**config.mk**
```make
export PLATFORM = sky130hd
export DESIGN_NAME = ticket_vendor_param_flat
export DESIGN_NICKNAME = d
export VERILOG_FILES = /design/src/rtl/ticket_vendor_param_if.sv /design/src/rtl/ticket_vendor_param.sv /design/src/flat_wrapper.sv
export SDC_FILE = /design/constraint.sdc
export NUM_CORES = 1
export LEC_CHECK = 0
export BUFFER_PORTS_ARGS = -buffer_cell sky130_fd_sc_hd__clkbuf_2
export CAP_MARGIN = 0
export CORE_MARGIN = 4
export CORE_UTILIZATION = 30
export CTS_BUF_LIST = sky130_fd_sc_hd__clkbuf_8 sky130_fd_sc_hd__clkbuf_16
export CTS_CLUSTER_DIAMETER = 100
export DETAILED_ROUTE_END_ITERATION = 10
export PLACE_DENSITY = 0.59
export SLEW_MARGIN = 5
export SYNTH_ARGS = -nofsm -noshare
export SYNTH_HDL_FRONTEND = slang
export SYNTH_SLANG_ARGS = --single-unit
```
**constraint.sdc**
```tcl
create_clock -name clk -period 2.2 [get_ports clk]
set_input_delay 0 -clock clk [delete_from_list [all_inputs] [get_ports clk]]
set_output_delay 0 -clock clk [all_outputs]
set_load 0.05 [all_outputs]
```
**src/rtl/ticket_vendor_param_if.sv**
```systemverilog
// Bill-acceptor / actuator bundle for ticket_vendor_param.
// master = bill front end, slave = the vendor.
interface ticket_vendor_param_if #(
  parameter int unsigned CREDIT_W = 6
);
  logic                ten;
  logic                twenty;
  logic                cancel;
  logic                ready;
  logic                bill;
  logic                dispense;
  logic                return_sig;
  logic                reject;
  logic [CREDIT_W-1:0] credit;

  modport master (
    output ten, twenty, cancel,
    input  ready, bill, dispense, return_sig, reject, credit
  );

  modport slave (
    input  ten, twenty, cancel,
    output ready, bill, dispense, return_sig, reject, credit
  );
endinterface

```
**src/rtl/ticket_vendor_param.sv**
```systemverilog
// Parametrised ticket vendor: 10/20-unit bills toward PRICE steps, dispense, change and refund.
// Optional macro TICKET_VENDOR_STATS_EN adds saturating tickets_sold / refunds counters.
module ticket_vendor_param #(
  parameter int unsigned PRICE    = 4,
  parameter int unsigned CREDIT_W = 6
) (
  input  logic                  clk,
  input  logic                  clear_n,
  ticket_vendor_param_if.slave  bus
`ifdef TICKET_VENDOR_STATS_EN
  ,
  output logic [15:0]           tickets_sold,
  output logic [15:0]           refunds
`endif
);

  typedef enum logic [1:0] {
    S_RDY  = 2'd0,
    S_BILL = 2'd1,
    S_DISP = 2'd2,
    S_RTN  = 2'd3
  } state_t;

  state_t              r_state;
  state_t              w_state_nxt;
  logic [CREDIT_W-1:0] r_credit;
  logic [CREDIT_W-1:0] w_credit_nxt;
  logic                r_reject;
  logic                w_reject_nxt;
  logic                w_bill_in;
  logic [CREDIT_W:0]   w_steps;
  logic [CREDIT_W:0]   w_sum;
  logic [CREDIT_W:0]   w_price;

  assign w_price = (CREDIT_W+1)'(PRICE);

  // ten wins over a simultaneous twenty
  always_comb begin
    w_bill_in = bus.ten | bus.twenty;
    w_steps   = '0;
    if (bus.ten)
      w_steps = (CREDIT_W+1)'(1);
    else if (bus.twenty)
      w_steps = (CREDIT_W+1)'(2);
    w_sum = {1'b0, r_credit} + w_steps;
  end

  always_comb begin
    w_state_nxt  = r_state;
    w_credit_nxt = r_credit;
    w_reject_nxt = 1'b0;
    case (r_state)
      S_RDY, S_BILL: begin
        if ((r_state == S_BILL) && bus.cancel) begin
          w_state_nxt  = S_RTN;
          w_reject_nxt = w_bill_in;
        end else if (w_bill_in) begin
          if (w_sum >= w_price) begin
            // change is computed on the same edge that enters DISP
            w_state_nxt  = S_DISP;
            w_credit_nxt = CREDIT_W'(w_sum - w_price);
          end else begin
            w_state_nxt  = S_BILL;
            w_credit_nxt = CREDIT_W'(w_sum);
          end
        end
      end
      S_DISP: begin
        w_reject_nxt = w_bill_in;
        w_state_nxt  = (r_credit != '0) ? S_RTN : S_RDY;
      end
      S_RTN: begin
        w_reject_nxt = w_bill_in;
        if (r_credit <= CREDIT_W'(1)) begin
          w_state_nxt  = S_RDY;
          w_credit_nxt = '0;
        end else begin
          w_credit_nxt = r_credit - CREDIT_W'(1);
        end
      end
      default: begin
        w_state_nxt  = S_RDY;
        w_credit_nxt = '0;
      end
    endcase
  end

  always_ff @(posedge clk or negedge clear_n) begin
    if (!clear_n) begin
      r_state  <= S_RDY;
      r_credit <= '0;
      r_reject <= 1'b0;
    end else begin
      r_state  <= w_state_nxt;
      r_credit <= w_credit_nxt;
      r_reject <= w_reject_nxt;
    end
  end

  assign bus.ready      = (r_state == S_RDY);
  assign bus.bill       = (r_state == S_BILL);
  assign bus.dispense   = (r_state == S_DISP);
  assign bus.return_sig = (r_state == S_RTN);
  assign bus.reject     = r_reject;
  assign bus.credit     = r_credit;

`ifdef TICKET_VENDOR_STATS_EN
  logic [15:0] r_tickets_sold;
  logic [15:0] r_refunds;

  always_ff @(posedge clk or negedge clear_n) begin
    if (!clear_n) begin
      r_tickets_sold <= '0;
      r_refunds      <= '0;
    end else begin
      if ((r_state == S_DISP) && (r_tickets_sold != '1))
        r_tickets_sold <= r_tickets_sold + 16'd1;
      if ((r_state == S_BILL) && bus.cancel && (r_refunds != '1))
        r_refunds <= r_refunds + 16'd1;
    end
  end

  assign tickets_sold = r_tickets_sold;
  assign refunds      = r_refunds;
`endif

endmodule

```
**src/flat_wrapper.sv**
```systemverilog
// flat-port wrapper written by rule: the top's interface ports become plain ports
module ticket_vendor_param_flat 
#(
  parameter int unsigned PRICE    = 4,
  parameter int unsigned CREDIT_W = 6
)
  (clk, clear_n, bus_ten, bus_twenty, bus_cancel, bus_ready, bus_bill, bus_dispense, bus_return_sig, bus_reject, bus_credit);
  ticket_vendor_param_if #(.CREDIT_W(CREDIT_W)) bus_i ();
  input  logic clk;
  input  logic clear_n;
  input wire logic [$bits(bus_i.ten)-1:0] bus_ten;
  input wire logic [$bits(bus_i.twenty)-1:0] bus_twenty;
  input wire logic [$bits(bus_i.cancel)-1:0] bus_cancel;
  output wire logic [$bits(bus_i.ready)-1:0] bus_ready;
  output wire logic [$bits(bus_i.bill)-1:0] bus_bill;
  output wire logic [$bits(bus_i.dispense)-1:0] bus_dispense;
  output wire logic [$bits(bus_i.return_sig)-1:0] bus_return_sig;
  output wire logic [$bits(bus_i.reject)-1:0] bus_reject;
  output wire logic [$bits(bus_i.credit)-1:0] bus_credit;
  assign bus_i.ten = bus_ten;
  assign bus_i.twenty = bus_twenty;
  assign bus_i.cancel = bus_cancel;
  assign bus_ready = bus_i.ready;
  assign bus_bill = bus_i.bill;
  assign bus_dispense = bus_i.dispense;
  assign bus_return_sig = bus_i.return_sig;
  assign bus_reject = bus_i.reject;
  assign bus_credit = bus_i.credit;
  ticket_vendor_param #(.PRICE(PRICE), .CREDIT_W(CREDIT_W)) u_core (.clk(clk), .clear_n(clear_n), .bus(bus_i));
endmodule
```
# Word level (Yosys, flattened, before mapping)
# Index checks and enable logic that the tools add are counted.
[word_totals] register_bits=9 input_bits=5 output_inout_bits=11 elab_cells=39
[classes] addsub=3 order_cmp=2 n_eq_ne=7 mux=15 n_bitwise=1 reduce_logical=8
[ops] op="two-way mux 6 bit" count=4
[ops] op="two-way mux 2 bit" count=7
[ops] op="case mux 6 bit (2 select lines)" count=1
[ops] op="adder 6 x 2 -> 7 bit" count=1
[ops] op=">= comparator 7 x 3 -> 1 bit, second input constant" count=1
[ops] op="less-or-equal comparator 6 x 1 -> 1 bit, second input constant" count=1
[ops] op="case mux 2 bit (3 select lines)" count=1
[ops] op="nonzero test 6 bit" count=1
[ops] op="subtractor 6 x 1 -> 6 bit, second input constant" count=1
[ops] op="subtractor 6 x 3 -> 6 bit, second input constant" count=1
[ops] op="equality test 2 bit, second input constant" count=2
[ops] op="!= test 2 x 1 -> 1 bit, second input constant" count=2
[ops] op="OR reduction 2 bit" count=2
[ops] op="!= test 3 x 1 -> 1 bit, second input constant" count=1
[ops] op="AND reduction 3 bit" count=1
[ops] op="equality test 2 x 1 -> 1 bit, second input constant" count=1
[ops] op="zero test 2 bit" count=1
[ops] op="!= test 2 bit, second input constant" count=1
[ops] op="case mux 1 bit (2 select lines)" count=1
[ops] op="AND reduction 2 bit" count=1
[ops] op="nonzero test 2 bit" count=1
[ops] op="logical AND 1 bit" count=1
[ops] op="two-way mux 1 bit" count=1
[ops] op="bitwise OR 1 bit" count=1

# Longest topological paths before layout
[depth] depth_word=8 depth_mapped=12 mapped_depth_nobuf=12

# Least setup slack after synthesis
# Ideal clock, no wire load.
[synth_timing] path_type="register to register" start="register u_core.r_credit[0] (netlist: u_core.bus.credit[0])" end="register u_core.r_credit[3] (netlist: u_core.bus.credit[3])" setup_ps=120 t_arrival_ps=2510 slack_ps=-429 path_stages_with_launch=12 path_cell_list="dfrtp_1 ha_1 inv_1 fa_1 and2b_1 nor2_1 ha_1 nand2_1 o21ai_0 nor3_1 nor2_1 a31o_1"
[synth_via] elab_chain_len=6 elab_cells_between_ends=10
[synth_lines] element="start: declaration" line_no="ticket_vendor_param.sv:26" rtl="logic [CREDIT_W-1:0] r_credit;"
[synth_lines] element="start signal: assignment" line_no="ticket_vendor_param.sv:95" rtl="r_credit <= w_credit_nxt;"
[synth_lines] element="adder 6 x 2 -> 7 bit" line_no="ticket_vendor_param.sv:45" rtl="w_sum = {1'b0, r_credit} + w_steps;"
[synth_lines] element="subtractor 6 x 3 -> 6 bit / >= comparator 7 x 3 -> 1 bit (equally long branches)" line_no="ticket_vendor_param.sv:61, ticket_vendor_param.sv:58"
[synth_lines] element="two-way mux 6 bit" line_no="ticket_vendor_param.sv:58" rtl="if (w_sum >= w_price) begin"
[synth_lines] element="two-way mux 6 bit" line_no="ticket_vendor_param.sv:57" rtl="end else if (w_bill_in) begin"
[synth_lines] element="two-way mux 6 bit" line_no="ticket_vendor_param.sv:54" rtl="if ((r_state == S_BILL) && bus.cancel) begin"
[synth_lines] element="case mux 6 bit (2 select lines) *" line_no="ticket_vendor_param.sv:52" rtl="case (r_state)"
# Every way passes the cells marked *; elsewhere a longest branch is shown, timed or not. The select of a mux whose other input is x is not followed.
# A chain may end at the register's enable or synchronous reset.

# Worst setup path in the final report
# Same ends and word-level chain as after synthesis.

==> impl_metrics.yaml <==
timing:
  max_clock_freq_mhz: 452
  worst_pin_slew_ns: 0.585
  hold_viol_final: 0
  period_minus_slack_ns: 2.21
  worst_slack_ns: -0.0141
  rsz0062_at_grt: "true"
  holdWs_ns: 0.0519
  setup-tns-final_ns: -0.0141
  timing.clock.skew_ns: 0.00189
  relSlewSlack_pct: 61.0
  post-route-period-util_pct: 101
  finalSetupViolCount: 1
  slew_violations: 0
finish:
  fin_cells: 163
  fin_nets: 145
  area_growth_pct: 26.8
  drive_gt1_share_pct: 33.3
  antennaDiodeCount: 0
  nFillCells: 295
clock_network:
  clock_sinks: 9
  path_clk_slew_ns: 0.05
  cts-htree-levels: 1
  cts_made_buffers: 3
  clock_path_buffers: 2
  clkLatencyLatePin_ns: 0.23
  clock-root-buffer: "clkbuf_8"
  cts_tree: "done"
critical_path:
  cp_max_fo: 4
  path_class: "register to register"
  crit_required_ns: 2.32
  worstPathArrival_ns: 2.33
  end_kind: "register"
  rr_startpoint: "u_core.bus.credit[0]"
  start_kind: "register"
  rr_worst_depth: 11
  critPathLaunch: "u_core.bus.credit[0]"
route:
  drc: 0
  viasPerCell: 5.71
  wl_per_cell_um: 15.3
  routed_wl_mm: 2.49
  drt-pass1-iter-count: 4
  drtIter0Drc: 54
  drtAntennaViolNets: 0
  vias: 931
grt:
  grt_usage_pct: 12.7
  grt_pass1_wl_mm: 4.02
  grt_pass1_vias: 876
  antenna_found_initial: 0
  grt_max_degree: 15
  grt-ovfl-total: 0
job:
  maxCapViolations: 0
floorplan:
  ios: 16
  die_h_um: 62.7
  design.core.area_sq_um: 2810
  rows: 19
  dieArea_sq_um: 3930
  start_util_pct: 32.0
  die_w_um: 62.7
placement:
  place_hpwl_mm: 1.87
  placedCellCount: 155
  place.gp.congestion: 0.834
  dp_slack_ns: 0.00658
  io_buffers: 15
synth:
  seq_area_frac_synth_pct: 25.1
  synth-warning-count: 0
  synth_nets: 122
  synthFlopType: "dfrtp_1"
  yosys.area_share.adder_pct: 10.6
  synth.avg_cell_area_sq_um: 8.16
  postSynth.asyncResetShare_pct: 100
  synth-simple-area-share_pct: 25.1
  synthCells: 110
  synth.mux.area_fraction_pct: 1.12
  synth_xor_area_share_pct: 1.95
  ys_seq_elements: 9
  synth_edf_count: 0
  synth_compound_area_share_pct: 28.7
  synthDistinctLibCells: 44
  syn_area_sq_um: 897
  synth_top_family_by_area: "compound AO/OA/AOI/OAI gates"
worst_hold_path:
  hold_path.class: "input port to register"
  hp-start: "bus_cancel"
  holdPathStages: 3
status:
  outcome: "finished with violations"
  violations: "setup timing"
-- layer usage --
layer  vias to the layer above  global-route usage, %  wire length (um)
met1                       436                   17.0              1100
li1                        446                      -                 -
met3                         8                   3.06               170
met5                         -                      0                 0
met2                        41                   20.8              1190
met4                         0                   2.48                34
-- logic make-up (layout without fill, tap and decap cells) --
kind of cell	count (synthesis)	after routing
adders and majority gates	7	7
DFF	9	9
xor gates and xnor gates	2	2
buffers and inverters	13	35
muxes	1	1
AOI/OAI and AO/OA	36	36
and+or+nand+nor	42	42
-- placed cells by master (no fill, tap or decap), types with 2 or more instances in the layout --
master | synthesis | final
inv_2 | 1 | 2
nor3_1 | 3 | 2
a21oi_1 | 8 | 8
nor4_1 | 3 | 3
inv_1 | 7 | 7
ha_1 | 6 | 4
nand4_1 | 2 | 2
buf_4 | 0 | 6
a21o_1 | 4 | 4
a2bb2oi_1 | 2 | 2
clkbuf_8 | 0 | 3
o21ai_0 | 5 | 4
o21ai_4 | 1 | 2
nand2_1 | 9 | 8
nor2_1 | 14 | 12
a211oi_1 | 2 | 2
xor2_1 | 2 | 2
nand2b_1 | 2 | 2
nor2_2 | 0 | 2
clkbuf_2 | 0 | 15
dfrtp_1 | 9 | 7
a31oi_1 | 2 | 2
dfrtp_2 | 0 | 2
-- worst paths after layout --
| path | endpoint | slack (ns) |
|---|---|---|
| setup / recovery | u_core.bus.credit[3] | -0.01 |
| hold reg to reg | u_core.r_state[1] | 0.65 |
| min in group asynchronous | u_core.r_state[0] | 0.18 |
| hold / removal | u_core.r_state[1] | 0.05 |
| max in group asynchronous | u_core.bus.credit[0] | 1.79 |
| setup reg to reg | u_core.bus.credit[3] | -0.01 |
-- cells in the mapped netlist, types with 2 or more instances --
library cell  instances  area [sq um]
nand2b_1              2          12.5
inv_1                 7          26.3
dfrtp_1               9           225
a211oi_1              2          15.0
nor3_1                3          15.0
a21o_1                4          30.0
a21oi_1               8          40.0
xor2_1                2          17.5
o21ai_0               5          25.0
a2bb2oi_1             2          17.5
buf_2                 2          10.0
nand2_1               9          33.8
nor4_1                3          18.8
nand4_1               2          12.5
ha_1                  6          75.1
nor2_1               14          52.6
a31oi_1               2          12.5
buf_6                 2          22.5
-- stage by stage --
| stage | instance area (sq um) | util [%] |
|---|---|---|
| after floorplan | 926 | - |
| after global placement | 1030 | 36.7 |
| after detailed placement | 1030 | 36.7 |
| after CTS | 1090 | 38.8 |
| after global routing | 1140 | 40.5 |
| final | 1140 | 40.5 |
-- registers in the layout, indices dropped and copies added (netlist names) --
| signal | flops |
|---|---|
| u_core.r_state | 2 |
| u_core.bus.credit | 6 |
| u_core.bus.reject | 1 |
-- worst max-delay path, stage by stage, from the launching register on --
cell     delay (ns)
dfrtp_2        0.38
ha_4           0.14
inv_2          0.04
fa_2           0.42
and2b_2        0.27
nor2_2         0.04
ha_2           0.17
nand2_2        0.07
o21ai_4        0.07
nor3_4         0.20
nor2_2         0.07
a31o_1         0.22
-- cell type report --
type / instances / area [sq um] / share of cell area (%)
Timing Repair Buffer: 22 / 130 / 11.4
Clock buffer: 3 / 41.3 / 3.63
Sequential cell: 9 / 228 / 20.0
Inverter: 9 / 33.8 / 2.97
Clock inverter: 1 / 3.75 / 0.330
Multi-Input combinational cell: 88 / 662 / 58.2
Tap cell: 31 / 38.8 / 3.41
-- timing repair --
item | in CTS | in global routing
endpoints found under the hold margin | 9 | 0
setup endpoints to repair | 2 | 6
hold buffers | 1 | 0
gates resized for setup | 1 | 7
pin swaps | 1 | 11
buffers inserted | 0 | 3
Power is left out: the tool's default activity adds up to more than one toggle a clock period on the data nets, which glitch-free logic cannot reach.
